==> src/rtl/branch_ctrl.sv <==
// Branch resolution / redirect controller with optional 2-bit BHT predictor.
// Define BRANCH_PRED_EN to build the BHT; otherwise prediction is static not-taken.
`timescale 1ns/1ps
module branch_ctrl #(
  parameter int BHT_DEPTH    = 16,
  parameter int FLUSH_CYCLES = 2
) (
  input  logic        i_clk,
  input  logic        i_rst,
  input  logic [31:0] i_if_pc,
  output logic        o_pred_taken,
  input  logic        i_ex_valid,
  input  logic        i_ex_is_branch,
  input  logic        i_ex_is_jump,
  input  logic [31:0] i_ex_pc,
  input  logic        i_ex_pred_taken,
  input  logic        i_ex_jump_flag,
  input  logic [31:0] i_ex_jump_addr,
  output logic        o_redirect,
  output logic [31:0] o_redirect_pc,
  output logic        o_flush,
  output logic [31:0] o_mispredict_cnt
);

  localparam logic [0:0] IDLE  = 1'b0;
  localparam logic [0:0] FLUSH = 1'b1;

  logic [0:0]  state_q, state_d;
  logic [2:0]  flush_cnt_q, flush_cnt_d;
  logic        redirect_q;
  logic [31:0] redirect_pc_q;
  logic [31:0] mispredict_cnt_q;

  logic        accept;
  logic        mispredict;
  logic        redirect_cond;
  logic        bht_upd;
  logic [31:0] target;

  // Anything reaching EX while flushing is wrong-path and must leave no trace.
  assign accept        = i_ex_valid & (state_q == IDLE);
  assign mispredict    = accept & i_ex_is_branch & (i_ex_jump_flag != i_ex_pred_taken);
  assign redirect_cond = mispredict | (accept & i_ex_is_jump);
  assign bht_upd       = accept & i_ex_is_branch;
  assign target        = i_ex_jump_flag ? i_ex_jump_addr : (i_ex_pc + 32'd4);

  always_comb begin
    state_d     = state_q;
    flush_cnt_d = flush_cnt_q;
    case (state_q)
      IDLE: begin
        if (redirect_cond) begin
          state_d     = FLUSH;
          flush_cnt_d = 3'(FLUSH_CYCLES - 1);
        end
      end
      default: begin
        if (flush_cnt_q == 3'd0) begin
          state_d = IDLE;
        end else begin
          flush_cnt_d = flush_cnt_q - 3'd1;
        end
      end
    endcase
  end

  always_ff @(posedge i_clk) begin
    if (i_rst) begin
      state_q          <= IDLE;
      flush_cnt_q      <= 3'd0;
      redirect_q       <= 1'b0;
      redirect_pc_q    <= 32'd0;
      mispredict_cnt_q <= 32'd0;
    end else begin
      state_q     <= state_d;
      flush_cnt_q <= flush_cnt_d;
      redirect_q  <= redirect_cond;
      if (redirect_cond) begin
        redirect_pc_q <= target;
      end
      if (mispredict && (mispredict_cnt_q != 32'hFFFF_FFFF)) begin
        mispredict_cnt_q <= mispredict_cnt_q + 32'd1;
      end
    end
  end

  assign o_redirect       = redirect_q;
  assign o_redirect_pc    = redirect_pc_q;
  assign o_flush          = (state_q == FLUSH);
  assign o_mispredict_cnt = mispredict_cnt_q;

`ifdef BRANCH_PRED_EN
  localparam int IDX_W = (BHT_DEPTH > 1) ? $clog2(BHT_DEPTH) : 1;

  logic [1:0]       bht_q [BHT_DEPTH];
  logic [IDX_W-1:0] if_idx;
  logic [IDX_W-1:0] ex_idx;
  logic             unused_pc;

  assign if_idx    = i_if_pc[2 +: IDX_W];
  assign ex_idx    = i_ex_pc[2 +: IDX_W];
  assign unused_pc = ^i_if_pc;

  // Reset reloads every entry to weakly-not-taken.
  always_ff @(posedge i_clk) begin
    if (i_rst) begin
      for (int i = 0; i < BHT_DEPTH; i++) begin
        bht_q[i] <= 2'b01;
      end
    end else if (bht_upd) begin
      if (i_ex_jump_flag) begin
        if (bht_q[ex_idx] != 2'b11) bht_q[ex_idx] <= bht_q[ex_idx] + 2'b01;
      end else begin
        if (bht_q[ex_idx] != 2'b00) bht_q[ex_idx] <= bht_q[ex_idx] - 2'b01;
      end
    end
  end

  assign o_pred_taken = bht_q[if_idx][1];
`else
  logic        unused_upd;
  logic [31:0] unused_cfg;

  assign unused_upd   = bht_upd;
  assign unused_cfg   = i_if_pc ^ 32'(BHT_DEPTH);
  assign o_pred_taken = 1'b0;
`endif

endmodule

==> config.mk <==
export PLATFORM = sky130hd
export DESIGN_NAME = branch_ctrl
export DESIGN_NICKNAME = d
export VERILOG_FILES = /design/src/rtl/branch_ctrl.sv
export SDC_FILE = /design/constraint.sdc
export NUM_CORES = 1
export LEC_CHECK = 0
export CAP_MARGIN = 20
export CORE_ASPECT_RATIO = 0.7
export CORE_MARGIN = 2
export CORE_UTILIZATION = 30
export DETAILED_ROUTE_END_ITERATION = 12
export SYNTH_ARGS = -nofsm -noshare
export SYNTH_HDL_FRONTEND = slang
export SYNTH_SLANG_ARGS = --single-unit
==> constraint.sdc <==
create_clock -name i_clk -period 4.28 [get_ports i_clk]
set_input_delay 0.428 -clock i_clk [delete_from_list [all_inputs] [get_ports i_clk]]
set_output_delay 0.428 -clock i_clk [all_outputs]
set_load 0.02 [all_outputs]
==> results.yml <==
sta:
  fin_skew_ns: 0.00688
  max_slew_margin: 0.500
  drv_slew: 0
  rsz0062_at_grt: "no"
  finalSetupViolCount: 0
  post-route-min-period_ns: 2.66
  tns_ns: 0
  worst_slack_ns: 1.62
  period_share: 0.621
  fmax_mhz: 376
  tightestPinTransition_ns: 0.750
  report.final.hold_viol_count: 0
  hold_ws_ns: 0.464
synthesis:
  yosysUniqueCellTypes: 50
  synth_area_leaders: "dfxtp_1, a21oi_1, nand3_1, o21ai_0, nand2_1"
  avgSynthCellArea_sq_um: 7.79
  netlist_instances: 487
  yosysSeqAreaShare: 0.364
  synth-edff-count: 0
  synth_top_area_frac: 0.364
  yosysTopAreaCell: "dfxtp_1"
  synthAdderAreaFrac: 0.0132
  ys_seq_elements: 69
  synth-simple-area-share: 0.297
  synth_compound_area_frac: 0.210
  syn_area_sq_mm: 0.00379
  synth_top_family_by_area: "simple AND/OR/NAND/NOR gates"
  syn_nets: 594
  ys_warn_count: 0
  synthMuxAreaShare: 0.0158
  async_flop_share: 0
  synth-main-ff-cell: "dfxtp_1"
  synth_xor_xnor_area_share: 0.0531
place:
  dpl.hpwl_um: 9350
  dpl_worst_slack_ns: 1.53
  gp_congestion: 0.870
  postPlaceCellArea_sq_mm: 0.00526
  portBuffers: 136
global_route:
  antenna_found_initial: 0
  grt_max_degree: 66
  grt_overflow: 0
  grt_pass1_wl_um: 20600
  grt_usage: 0.188
  grt_pass1_vias: 4059
floorplan:
  die_area_sq_mm: 0.0136
  die_h_um: 98.1
  rows: 34
  design.core.area_sq_mm: 0.0124
  ios: 170
  start_util: 0.306
  fp.dieW_um: 138
clock_tree:
  cts_tree: "built"
  htree_num_levels: 3
  ctsRootBufferMaster: "clkbuf_16"
  cts_buffers: 9
  clockBufferDepth: 2
  clock_latency_ns: 0.33
  postCtsSetupBuffers: 0
  clock-sinks: 69
  cts_hold_buffers: 0
  path_clk_slew_ns: 0.06
  post_cts_resized: 0
power_and_ir_drop:
  finalPower_uw: 1820
  powerDensity_mw_per_mm2: 325
  ir_drop_mv: 0.196
  leakagePower_uw: 0.00182
detailed_routing:
  route.vias.total: 4168
  vias_per_cell: 5.38
  drt_first_pass_iters: 4
  postRouteAntennaNets: 0
  drcViolationCount: 0
  routed_wl_um: 12700
  drtIter0Drc: 209
  wl_per_cell_um: 16.4
final_layout:
  multi_input_area_sq_mm: 0.00224
  antennaDiodeCount: 0
  drive_above_1_share: 0.0555
  regArea_sq_mm: 0.00138
  design_area_sq_mm: 0.00559
  nFillCells: 1222
  area_growth_pct: 47.3
  nets: 715
setup_path:
  rrSetupSlack_ns: 1.62
  cp-end-kind: "register"
  crit_arrival_ns: 2.91
  cp-start-kind: "register"
  cp_max_fo: 13
  cp_data_required_time_ns: 4.54
  worstSetupPathType: "register to register"
job:
  cap_viol_max_count: 0
status:
  status: "completed"
worst_hold_path:
  hold_path_class: "register to register"
-- per-stage QoR --
step | utilization | std cells
after global placement | 0.425 | 759
final | 0.451 | 775
after detailed placement | 0.425 | 759
after global routing | 0.451 | 775
after floorplan | - | 487
after CTS | 0.451 | 775
-- sequential cells by signal, indices dropped and copies added, names as in the netlist --
register and count:
o_redirect_pc 32, o_redirect 1, o_flush 1, o_mispredict_cnt 32
flush_cnt_q 3
-- final timing paths --
check,depth (start not counted),from,endpoint
max,6,o_mispredict_cnt[0]$_SDFFE_PP0P_,o_mispredict_cnt[30]$_SDFFE_PP0P_
min,2,o_redirect_pc[11]$_SDFFE_PP0P_,o_redirect_pc[11]$_SDFFE_PP0P_
min reg2reg,2,o_redirect_pc[11]$_SDFFE_PP0P_,o_redirect_pc[11]$_SDFFE_PP0P_
max reg2reg,6,o_mispredict_cnt[0]$_SDFFE_PP0P_,o_mispredict_cnt[30]$_SDFFE_PP0P_
-- area by class of cell --
| type | count | share of cell area |
|---|---|---|
| tap | 162 | 0.0363 |
| inverter | 13 | 0.00874 |
| timing repair buffer | 140 | 0.248 |
| clock buffer | 10 | 0.0428 |
| multi-input combinational | 375 | 0.401 |
| sequential | 69 | 0.247 |
| clock inverter | 6 | 0.0155 |
-- cells by family after synthesis --
| logic type | count (synthesis) |
|---|---|
| buffers and inverters | 43 |
| muxes | 6 |
| other | 1 |
| AOI/OAI and AO/OA | 131 |
| and+or+nand+nor | 210 |
| DFF | 69 |
| xor gates and xnor gates | 23 |
| adders and majority gates | 4 |
-- power by group --
part | internal [uW] | leakage [uW] | switching [uW]
clock network | 525 | 0.000158 | 296
logic | 149 | 0.00110 | 160
registers | 671 | 0.000561 | 15.7
total | 1340 | 0.00182 | 471
-- worst max-delay path: stages (launching register included) --
cell      delay [ns]
dfxtp_1         0.41
ha_1            0.19
nand3_1         0.24
or2_0           0.43
a2111o_1        0.63
or4_1           0.53
a21oi_1         0.17
-- metal layers --
| metal | track usage | share of wire | vias up |
|---|---|---|---|
| met3 | 0.0441 | 0.058 | 11 |
| met5 | 0 | 0 | - |
| met1 | 0.261 | 0.49 | 1993 |
| li1 | - | - | 2044 |
| met2 | 0.295 | 0.44 | 120 |
| met4 | 0.0479 | 0.011 | 0 |
-- layout by cell type (no fill, tap or decap), types with 13 or more instances in the layout --
| cell | Yosys | layout |
|---|---|---|
| a21oi_1 | 43 | 43 |
| a31oi_1 | 14 | 14 |
| and3_1 | 14 | 14 |
| clkdlybuf4s50_1 | 0 | 135 |
| dfxtp_1 | 69 | 69 |
| inv_1 | 13 | 13 |
| nand2_1 | 44 | 44 |
| nand3_1 | 35 | 35 |
| nand4_1 | 19 | 19 |
| nor2_1 | 26 | 26 |
| o21ai_0 | 35 | 35 |
| or3_1 | 24 | 24 |
| xnor2_1 | 14 | 14 |
-- synthesized netlist by cell type (3+ instances only) --
cell	count
a211oi_1	4
a21o_1	3
a21oi_1	43
a31oi_1	14
and3_1	14
and4_1	3
clkbuf_1	26
dfxtp_1	69
ha_1	4
inv_1	13
mux2i_1	6
nand2_1	44
nand2b_1	6
nand3_1	35
nand4_1	19
nor2_1	26
nor3_1	9
nor4_1	9
o211ai_1	6
o21ai_0	35
o31a_2	4
o31ai_1	9
or3_1	24
or4_1	9
xnor2_1	14
xor2_1	9
No activity file was read; power rests on OpenSTA's default activity.
